$ cat config.mk
export PLATFORM = sky130hd
export DESIGN_NAME = mat_vec_mult_param
export DESIGN_NICKNAME = d
export VERILOG_FILES = /design/src/rtl/mat_vec_mult_param.sv
export SDC_FILE = /design/constraint.sdc
export NUM_CORES = 2
export LEC_CHECK = 0
export ABC_AREA = 1
export CORE_MARGIN = 10
export CORE_UTILIZATION = 56
export CTS_CLUSTER_SIZE = 12
export DETAILED_ROUTE_END_ITERATION = 10
export PLACE_DENSITY = 0.78
export SLEW_MARGIN = 20
export SYNTH_ARGS = -nofsm -noshare
export SYNTH_HDL_FRONTEND = slang
export SYNTH_SLANG_ARGS = --single-unit
$ cat constraint.sdc
create_clock -name clk -period 4.4 [get_ports clk]
set_input_delay 0.44 -clock clk [delete_from_list [all_inputs] [get_ports clk]]
set_output_delay 0.44 -clock clk [all_outputs]
set_load 0.005 [all_outputs]
$ cat src/rtl/mat_vec_mult_param.sv
// ============================================================================
// Module      : mat_vec_mult_param
// Description : Parametrised ROWS x COLS matrix-vector multiply engine.
//               One FIFO per matrix row (written in lockstep) plus one vector
//               FIFO feed a start/busy/done controlled multiply-accumulate
//               pass that produces ROWS dot products.
// Revision    : 1.0 - initial release
// ----------------------------------------------------------------------------
// Ports:
//   clk        in   clock, all logic on posedge
//   rst        in   synchronous active-high reset (highest priority)
//   clr        in   synchronous clear of accumulators, out and FSM
//   a_wren     in   push a_fifo_in lane r into row FIFO r (all rows together)
//   a_fifo_in  in   ROWS*DATA_WIDTH row-lane data, lane r at [r*DATA_WIDTH +: DATA_WIDTH]
//   b_wren     in   push b_fifo_in into the vector FIFO
//   b_fifo_in  in   DATA_WIDTH vector element
//   start      in   request a pass (sampled in IDLE only)
//   a_full     out  row FIFO 0 full
//   b_full     out  vector FIFO full
//   a_empty    out  row FIFO 0 empty
//   b_empty    out  vector FIFO empty
//   busy       out  high in RUN and DRAIN
//   done       out  one-cycle pulse when out is updated
//   out        out  ROWS*ACC_WIDTH dot products, lane r at [r*ACC_WIDTH +: ACC_WIDTH]
// ----------------------------------------------------------------------------
// Build option:
//   MVM_SIGNED_EN  when defined, elements are two's complement and products
//                  are sign-extended before accumulation; otherwise unsigned.
// ============================================================================
`default_nettype none

// ----------------------------------------------------------------------------
// mvm_fifo : synchronous FIFO with registered read data.
//   A push while full is dropped unless a pop happens in the same cycle, in
//   which case both take effect. A pop while empty is ignored.
// ----------------------------------------------------------------------------
module mvm_fifo #(
  parameter int WIDTH = 8,
  parameter int DEPTH = 8
) (
  input  logic                         clk,
  input  logic                         rst,
  input  logic                         wren,
  input  logic [WIDTH-1:0]             din,
  input  logic                         rden,
  output logic [WIDTH-1:0]             dout,
  output logic                         full,
  output logic                         empty,
  output logic [$clog2(DEPTH+1)-1:0]   count
);

  localparam int PTR_W = (DEPTH > 1) ? $clog2(DEPTH) : 1;
  localparam int CNT_W = $clog2(DEPTH + 1);
  localparam logic [PTR_W-1:0] PTR_LAST = PTR_W'(DEPTH - 1);
  localparam logic [CNT_W-1:0] CNT_FULL = CNT_W'(DEPTH);

  logic [WIDTH-1:0] mem [DEPTH];
  logic [PTR_W-1:0] wptr;
  logic [PTR_W-1:0] rptr;
  logic             push;
  logic             pop;

  // Pointers wrap explicitly so DEPTH need not be a power of two.
  function automatic logic [PTR_W-1:0] ptr_inc(input logic [PTR_W-1:0] p);
    return (p == PTR_LAST) ? '0 : p + PTR_W'(1);
  endfunction

  assign full  = (count == CNT_FULL);
  assign empty = (count == '0);
  assign pop   = rden & ~empty;
  assign push  = wren & (~full | pop);

  always_ff @(posedge clk) begin
    if (rst) begin
      wptr  <= '0;
      rptr  <= '0;
      count <= '0;
    end else begin
      if (push) wptr <= ptr_inc(wptr);
      if (pop)  rptr <= ptr_inc(rptr);
      case ({push, pop})
        2'b10:   count <= count + CNT_W'(1);
        2'b01:   count <= count - CNT_W'(1);
        default: count <= count;
      endcase
    end
  end

  always_ff @(posedge clk) begin
    if (push) mem[wptr] <= din;
  end

  always_ff @(posedge clk) begin
    if (rst) begin
      dout <= '0;
    end else if (pop) begin
      dout <= mem[rptr];
    end
  end

endmodule

// ----------------------------------------------------------------------------
// mat_vec_mult_param : top level
// ----------------------------------------------------------------------------
module mat_vec_mult_param #(
  parameter int ROWS       = 8,
  parameter int COLS       = 8,
  parameter int DATA_WIDTH = 8,
  parameter int FIFO_DEPTH = 8,
  parameter int ACC_WIDTH  = 24
) (
  input  logic                         clk,
  input  logic                         rst,
  input  logic                         clr,
  input  logic                         a_wren,
  input  logic [ROWS*DATA_WIDTH-1:0]   a_fifo_in,
  input  logic                         b_wren,
  input  logic [DATA_WIDTH-1:0]        b_fifo_in,
  input  logic                         start,
  output logic                         a_full,
  output logic                         b_full,
  output logic                         a_empty,
  output logic                         b_empty,
  output logic                         busy,
  output logic                         done,
  output logic [ROWS*ACC_WIDTH-1:0]    out
);

  localparam int CNT_W  = $clog2(FIFO_DEPTH + 1);
  localparam int COL_W  = (COLS > 1) ? $clog2(COLS) : 1;
  localparam int PROD_W = 2 * DATA_WIDTH;
  localparam logic [CNT_W-1:0] CNT_NEED = CNT_W'(COLS);
  localparam logic [COL_W-1:0] COL_LAST = COL_W'(COLS - 1);

  localparam logic [1:0] ST_IDLE  = 2'd0;
  localparam logic [1:0] ST_RUN   = 2'd1;
  localparam logic [1:0] ST_DRAIN = 2'd2;
  localparam logic [1:0] ST_DONE  = 2'd3;

  // Elaboration-time parameter sanity checks.
  if (FIFO_DEPTH < COLS) begin : g_bad_depth
    $error("mat_vec_mult_param: FIFO_DEPTH (%0d) must be >= COLS (%0d)", FIFO_DEPTH, COLS);
  end
  if (ACC_WIDTH < PROD_W) begin : g_bad_acc
    $error("mat_vec_mult_param: ACC_WIDTH (%0d) must be >= 2*DATA_WIDTH (%0d)", ACC_WIDTH, PROD_W);
  end
  if (COLS < 1 || ROWS < 1) begin : g_bad_dims
    $error("mat_vec_mult_param: ROWS and COLS must be >= 1");
  end

  // --------------------------------------------------------------------------
  // FIFOs. All row FIFOs share write/read strobes, so one instance with a
  // ROWS-lane wide word holds the whole matrix column slice; its flags are
  // identical to those of row FIFO 0.
  // --------------------------------------------------------------------------
  logic                             pop;
  logic [ROWS-1:0][DATA_WIDTH-1:0]  rd_a;
  logic [DATA_WIDTH-1:0]            rd_b;
  logic [CNT_W-1:0]                 a_count;
  logic [CNT_W-1:0]                 b_count;

  mvm_fifo #(
    .WIDTH (ROWS * DATA_WIDTH),
    .DEPTH (FIFO_DEPTH)
  ) u_a_fifo (
    .clk   (clk),
    .rst   (rst),
    .wren  (a_wren),
    .din   (a_fifo_in),
    .rden  (pop),
    .dout  (rd_a),
    .full  (a_full),
    .empty (a_empty),
    .count (a_count)
  );

  mvm_fifo #(
    .WIDTH (DATA_WIDTH),
    .DEPTH (FIFO_DEPTH)
  ) u_b_fifo (
    .clk   (clk),
    .rst   (rst),
    .wren  (b_wren),
    .din   (b_fifo_in),
    .rden  (pop),
    .dout  (rd_b),
    .full  (b_full),
    .empty (b_empty),
    .count (b_count)
  );

  // --------------------------------------------------------------------------
  // Control FSM
  // --------------------------------------------------------------------------
  logic [1:0]       state;
  logic [1:0]       state_next;
  logic [COL_W-1:0] col_cnt;
  logic             drain_cnt;
  logic             ready;
  logic             pass_go;
  logic             capture;
  logic             mac_en;

  // A pass may only start when every FIFO already holds a full vector.
  assign ready = (a_count >= CNT_NEED) && (b_count >= CNT_NEED);

  // State register: clr aborts any pass back to IDLE.
  always_ff @(posedge clk) begin
    if (rst || clr) begin
      state <= ST_IDLE;
    end else begin
      state <= state_next;
    end
  end

  // Next-state logic
  always_comb begin
    state_next = state;
    case (state)
      ST_IDLE:  if (start && ready)       state_next = ST_RUN;
      ST_RUN:   if (col_cnt == COL_LAST)  state_next = ST_DRAIN;
      ST_DRAIN: if (drain_cnt)            state_next = ST_DONE;
      ST_DONE:                            state_next = ST_IDLE;
      default:                            state_next = ST_IDLE;
    endcase
  end

  // Output / strobe logic
  always_comb begin
    busy    = 1'b0;
    done    = 1'b0;
    pop     = 1'b0;
    pass_go = 1'b0;
    capture = 1'b0;
    case (state)
      ST_IDLE:  pass_go = start & ready;
      ST_RUN: begin
        busy = 1'b1;
        pop  = 1'b1;
      end
      ST_DRAIN: begin
        busy    = 1'b1;
        capture = drain_cnt;
      end
      ST_DONE:  done = 1'b1;
      default: ;
    endcase
  end

  // Column and drain counters. DRAIN spans two cycles: the first lets the
  // last read data land in the MAC, the second lets the last MAC settle.
  always_ff @(posedge clk) begin
    if (rst || clr) begin
      col_cnt   <= '0;
      drain_cnt <= 1'b0;
    end else begin
      if (pass_go) begin
        col_cnt <= '0;
      end else if (state == ST_RUN) begin
        col_cnt <= col_cnt + COL_W'(1);
      end
      drain_cnt <= (state == ST_DRAIN) ? ~drain_cnt : 1'b0;
    end
  end

  // Read data is registered, so the MAC consumes a pop one cycle later.
  // Clearing it on clr stops an in-flight product from reaching the
  // freshly zeroed accumulators.
  always_ff @(posedge clk) begin
    if (rst || clr) begin
      mac_en <= 1'b0;
    end else begin
      mac_en <= pop;
    end
  end

  // --------------------------------------------------------------------------
  // MAC lanes: b is broadcast to every row lane.
  // --------------------------------------------------------------------------
  logic [ROWS*ACC_WIDTH-1:0] acc_all;

  for (genvar r = 0; r < ROWS; r++) begin : g_lane
    logic [ACC_WIDTH-1:0] acc;
    logic [ACC_WIDTH-1:0] prod_ext;

`ifdef MVM_SIGNED_EN
    logic signed [PROD_W-1:0] prod;
    // Size casts of signed operands sign-extend, giving a correct
    // two's-complement product in PROD_W bits.
    assign prod     = PROD_W'($signed(rd_a[r])) * PROD_W'($signed(rd_b));
    assign prod_ext = ACC_WIDTH'(prod);
`else
    logic [PROD_W-1:0] prod;
    assign prod     = PROD_W'(rd_a[r]) * PROD_W'(rd_b);
    assign prod_ext = ACC_WIDTH'(prod);
`endif

    // Accumulation wraps modulo 2^ACC_WIDTH by construction.
    always_ff @(posedge clk) begin
      if (rst || clr) begin
        acc <= '0;
      end else if (pass_go) begin
        acc <= '0;
      end else if (mac_en) begin
        acc <= acc + prod_ext;
      end
    end

    assign acc_all[r*ACC_WIDTH +: ACC_WIDTH] = acc;
  end

  // Result register, held until the next completed pass or a clear.
  always_ff @(posedge clk) begin
    if (rst || clr) begin
      out <= '0;
    end else if (capture) begin
      out <= acc_all;
    end
  end

endmodule

`default_nettype wire

* After elaboration in Yosys (flattened, before gate mapping) *
Memory sizes are Yosys's and may differ from the RTL's. A register that Yosys moved wholly into a read port is not among the register bits.
Index checks and enable logic that the tools add are counted.

storage, ports and cells
  flip-flop bits (word level) = 411
  bits in writable memories = 576
  output and inout port bits = 198
  memories kept = 2

memory list
  memory        depth  width  read ports  clocked after Yosys merged registers in  write ports  RTL line  text
  u_a_fifo.mem  8      64     1           1                                        1            57        logic [WIDTH-1:0] mem [DEPTH];
  u_b_fifo.mem  8      8      1           1                                        1            57

cells by class
  $add $sub $neg = 17
  multipliers = 8
  $lt $le $gt $ge = 2
  eq/ne operators = 17
  multiplexer cells = 19
  bitwise gates (word level) = 13
  reductions and logical operators = 12

operator list
  kind                 number
  $add 24x16->24       8
  $mul 8x8->16         8
  $pmux 4 s2           2
  $add 3x1->3 const B  5
  $eq 3x3->1 const B   5
  $mux 3               4
  $mux 1               9
  $add 4x1->4 const B  2
  $eq 2x2->1 const B   4
  $eq 4x4->1 const B   2
  $ge 4x4->1 const B   2
  $logic_not 4->1      2
  $pmux 2 s4           1
  $sub 4x1->4 const B  2
  $eq 2x1->1 const B   3
  $mux 2               3
  $ne 2x2->1 const B   3
  $not 1->1            6
  $reduce_or 2->1      3
  $and 1x1->1          5
  $reduce_bool 2->1    2
  $reduce_and 3->1     1
  $logic_and 1x1->1    2
  $logic_not 2->1      1
  other kinds (2)      3

* Longest topological paths before layout *
  word-level depth = 7
  mapped depth = 25

* Modules after synthesis *
From an unflattened synthesis, not the netlist that was laid out.

unflattened totals
  cell total of the unflattened synthesis = 7546
  area, all modules = 64584.4 um2

modules (own cells, without submodules)
  module               instances  cells each  area each (um2)  sequential area each (um2)
  mat_vec_mult_param   1          5295        37648.6          7827.5
  mvm_fifo (u_a_fifo)  1          1877        23291.1          16856.2
  mvm_fifo (u_b_fifo)  1          374         3644.7           2282.2

* Worst setup path before layout *
No wires, ideal clock.

  path type = flip-flop to flip-flop
  start point = reg state[1]
  end point = mem u_a_fifo.mem[1][0] in the netlist's numbering (enable)
  setup time = 0.486 ns
  data arrival time = 3.920 ns
  data required time = 3.914 ns
  slack = -0.006 ns
  stages on the path, launching flop included = 10
  path buffers = 1
  clock period less this slack = 4.406 ns
  cell sequence = dfxtp_1 inv_1 ha_1 clkbuf_1 inv_1 nand2_1 nand2_1 nor2_1 inv_1 nor2_1

on the way
  longest elaborated chain between the ends = 7

RTL lines
  what                          RTL line  text
  start: declaration            196       logic [1:0] state;
  start signal: assignment      213       state <= state_next;
  $eq 2x1->1                    236       case (state)
  $mux 1                        236
  net pop                       157       logic pop;
  $and 1x1->1                   70        assign pop = rden & ~empty;
  $or 1x1->1                    71        assign push = wren & (~full | pop);
  $and 1x1->1                   71
  $mux 1                        90        if (push) mem[wptr] <= din;
  $mux 1 (not written as such)  90
  end: declaration              57

The timed path passes the listed nets, and every way through them passes these cells.

* Worst setup path after layout *
  start point = reg u_b_fifo.dout[5] (read register of u_b_fifo.mem)
  end point = reg g_lane[1].acc[20]

on the way
  longest elaborated chain between the ends = 2

RTL lines
  what                    RTL line  text
  start: declaration      46        output logic [WIDTH-1:0] dout,
  $mul 8x8->16            295       assign prod = PROD_W'(rd_a[r]) * PROD_W'(rd_b);
  $add 24x16->24          306       acc <= acc + prod_ext;
  end signal: assignment  306
  end: declaration        284       logic [ACC_WIDTH-1:0] acc;

Every way passes these cells.
A chain may end at the register's enable or synchronous reset.

==> qor.yml <==
clock_network:
  clk_path_buf_depth: 3
  cts-root-buf: "clkbuf_16"
  htree_levels: 3
  clk_pin_slew_worst_paths_ps: 60
  cts.sinks: 1059
  clk_latency_ps: 750
  cts_hold_buffers: 0
  cts_tree: "yes"
  numCtsBuffers: 109
worst_setup_path:
  path_max_fanout: 27
  critPathRequiredTime_ps: 5080
  end_kind: "flip-flop"
  r2r_start: "u_b_fifo.dout[5]$_SDFFE_PP0P_"
  r2r-end: "g_lane[1].acc[20]$_SDFFE_PP0P_"
  critical_path_class: "flip-flop to flip-flop"
  r2r_cells: 18
  critPathArrivalTime_ps: 4960
  worst-r2r-setup-slack_ps: 120
  critPathLaunchType: "flip-flop"
logic_synthesis:
  yosysUniqueCellTypes: 36
  yosys_most_used_dff: "edfxtp_1"
  synth_edf_count: 576
  ys_seq_area_frac: 0.426
  syn_nets: 7990
  syn_inst: 7163
  avgSynthCellArea_sq_um: 8.84
  yosys.area.top_type: "edfxtp_1"
  synth_area_leaders: "edfxtp_1 (27%), dfxtp_1 (15%), fa_1 (13%)"
  synth_area_sq_um: 63300
  synth.ff_latch_count: 1059
  ys.warnings.count: 0
  async_reset_ff_frac: 0
  synth_top_area_frac: 0.273
die:
  ioPinCount: 276
  die_w_um: 356
  initial_core_util: 0.563
  die_h_um: 356
  die_area_sq_um: 127000
  row_count: 123
  core-area_sq_um: 112000
grt:
  grt_pass1_wl_mm: 257
  grt_antenna_before_repair: 18
  grt_pass1_vias: 46718
  grt_max_degree: 194
  overflow: 0
  grt_usage: 0.253
min_path:
  hp-class: "primary input to flip-flop"
  hold_end: "u_a_fifo.mem[7][40]$_DFFE_PP_"
  min_path_cells: 1
  hp-start: "a_fifo_in[40]"
sta:
  finClkSkew_ps: 68.2
  rsz0062_at_grt: "true"
  final_hold_viol_count: 0
  holdWs_ps: 419
  fin_crit_ps: 4280
  slew_headroom: 0.272
  setup_violations: 0
  finalMaxSlewViolations: 0
  fmax_mhz: 234
  period_share: 0.972
  worstMarginPinSlew_ps: 1090
placed_design:
  gp_congestion: 0.937
  hpwl_mm: 115
  io_buffers: 275
  dpl-instance-area_sq_um: 67800
pwr:
  irDropWorstVdd_mv: 0.363
  design_power_total_mw: 20.1
  power_density_nw_per_um2: 276
  p_leak_nw: 32.9
final_layout:
  final_layout_size_suffix_gt1_frac: 0.0690
  fill_cells: 8800
  area_growth_pct: 14.7
  nets: 8159
  final_util: 0.646
  final_area_sq_um: 72600
routing:
  via_count: 48642
  wl_per_cell_um: 18.9
  firstDrtPassIters: 6
  drtIter0Drc: 4570
  route.detailed.drc: 0
  drt-total-wl_mm: 169
  viasPerCell: 5.45
  ant_nets: 0
run_status:
  status: "finished clean"
job:
  maxCapViolations: 0
[cells in the final DEF, fill, tap and decap left out, types with 10 or more instances in the layout]
cell type / count
buf_12: 41
a211oi_1: 13
nor3_1: 21
nand3_1: 185
edfxtp_1: 576
inv_2: 13
nor2_1: 404
clkbuf_1: 42
clkinv_2: 13
clkbuf_16: 119
o22ai_1: 13
ha_1: 305
a21oi_1: 631
o21ai_0: 622
clkdlybuf4s50_1: 275
a21oi_2: 12
xnor2_1: 17
buf_4: 89
dfxtp_2: 19
fa_1: 394
xor2_1: 58
o21ai_1: 34
o211ai_1: 72
dfxtp_1: 454
nor4_1: 25
nand2_2: 60
nor2_2: 17
nand2_1: 1083
nand3_2: 21
inv_1: 1507
ha_4: 33
mux2i_1: 128
dfxtp_4: 10
[cells by family after synthesis]
logic type                 share of synthesized area
muxes                                         0.0202
DFF                                            0.426
AOI/OAI and AO/OA                              0.118
xor gates and xnor gates                      0.0104
buffers and inverters                          0.115
adders and majority gates                      0.196
and+or+nand+nor                                0.115
[per-layer routing]
metal,track usage,routed length [um],up-vias
li1,-,-,23092
met1,0.331,68800,23206
met2,0.420,79100,1933
met3,0.0454,13600,401
met4,0.0925,7130,10
met5,0,55,-
[stage by stage]
step | std cells | TNS (ps) | setup slack, ps
after floorplan | 7163 | -1590 | -6.20
after global placement | 8689 | 0 | 85.7
after detailed placement | 8689 | 0 | 37.3
after CTS | 8887 | 0 | 14.1
after global routing | 8921 | -968 | -101
final | 8924 | 0 | 123
[final cells by class]
cell class / instances / area (sq um) / area share
diodes: 7 / 17.5 / 0.000241
clock buffers: 163 / 3030 / 0.0417
clock inverters: 33 / 358 / 0.00493
inverters: 1526 / 5750 / 0.0792
multi-input cells: 4217 / 29900 / 0.413
flip-flops and latches: 1059 / 27000 / 0.372
well taps: 1500 / 1880 / 0.0259
repair buffers: 419 / 4570 / 0.0630
[Yosys cell counts, types with 9 or more instances]
master    instances
a211oi_1         13
a21oi_1         643
buf_1            41
buf_2            34
buf_6            15
clkbuf_1        265
dfxtp_1         483
edfxtp_1        576
fa_1            402
ha_1            347
inv_1          1518
mux2i_1         128
nand2_1        1144
nand3_1         207
nor2_1          429
nor3_1           21
nor4_1           25
o211ai_1         72
o21ai_0         625
o21ai_1          31
o221ai_1          9
o22ai_1          13
xnor2_1          17
xor2_1           58
[sequential cells by signal, indices dropped and copies added, names as in the netlist]
name	flops
u_b_fifo.count	4
drain_cnt	1
g_lane.acc	192
u_a_fifo.wptr	3
col_cnt	3
out	192
u_a_fifo.dout	64
u_a_fifo.count	4
u_a_fifo.rptr	3
mac_en	1
u_b_fifo.wptr	3
u_b_fifo.mem	64
u_b_fifo.dout	8
u_a_fifo.mem	512
u_b_fifo.rptr	3
state	2
[worst max-delay path: stages (launching register included)]
cell and delay (ps):
dfxtp_4 450, buf_12 210, nand2_1 100, fa_1 570, fa_1 450, fa_1 500, fa_1 510, inv_1 50
ha_2 370, nand2_1 90, nor2_1 160, nand3_1 130, nand3_2 130, nand2_1 60, nand2_1 80, nand2_2 60
nand2_1 110, nand2_1 50, nor2_1 110
[report_power, final]
group / leakage (nW) / internal (mW) / total [mW] / switching, mW
Sequential: 9.14 / 10.6 / 10.6 / 0.0418
Clock: 1.63 / 4.89 / 8.84 / 3.95
Combinational: 22.2 / 0.168 / 0.590 / 0.422
Total: 32.9 / 15.7 / 20.1 / 4.41
[worst max-delay path by stage]
stage | slack, ps | endpoint | cells past startpoint | startpoint
floorplan | -6 | u_a_fifo.mem[1][0]$_DFFE_PP_ | 9 | state[1]$_SDFFE_PP0P_
global placement | 90 | g_lane[2].acc[17]$_SDFFE_PP0P_ | 19 | u_a_fifo.dout[20]$_SDFFE_PP0P_
detailed placement | 40 | g_lane[2].acc[17]$_SDFFE_PP0P_ | 19 | u_a_fifo.dout[20]$_SDFFE_PP0P_
CTS | 10 | g_lane[3].acc[20]$_SDFFE_PP0P_ | 17 | u_a_fifo.dout[31]$_SDFFE_PP0P_
global route | -100 | g_lane[1].acc[21]$_SDFFE_PP0P_ | 23 | u_b_fifo.dout[2]$_SDFFE_PP0P_
finish | 120 | g_lane[1].acc[20]$_SDFFE_PP0P_ | 18 | u_b_fifo.dout[5]$_SDFFE_PP0P_
[timing repair]
| item | CTS | global route |
|---|---|---|
| gates resized for setup | 2 | 226 |
| setup endpoints to repair | 5 | 119 |
| buffers inserted | 0 | 20 |
| pin swaps | 0 | 55 |
| endpoints found under the hold margin | 0 | 0 |
| gates cloned | 2 | 10 |
Note: power is estimated with default switching activity, not from simulation.
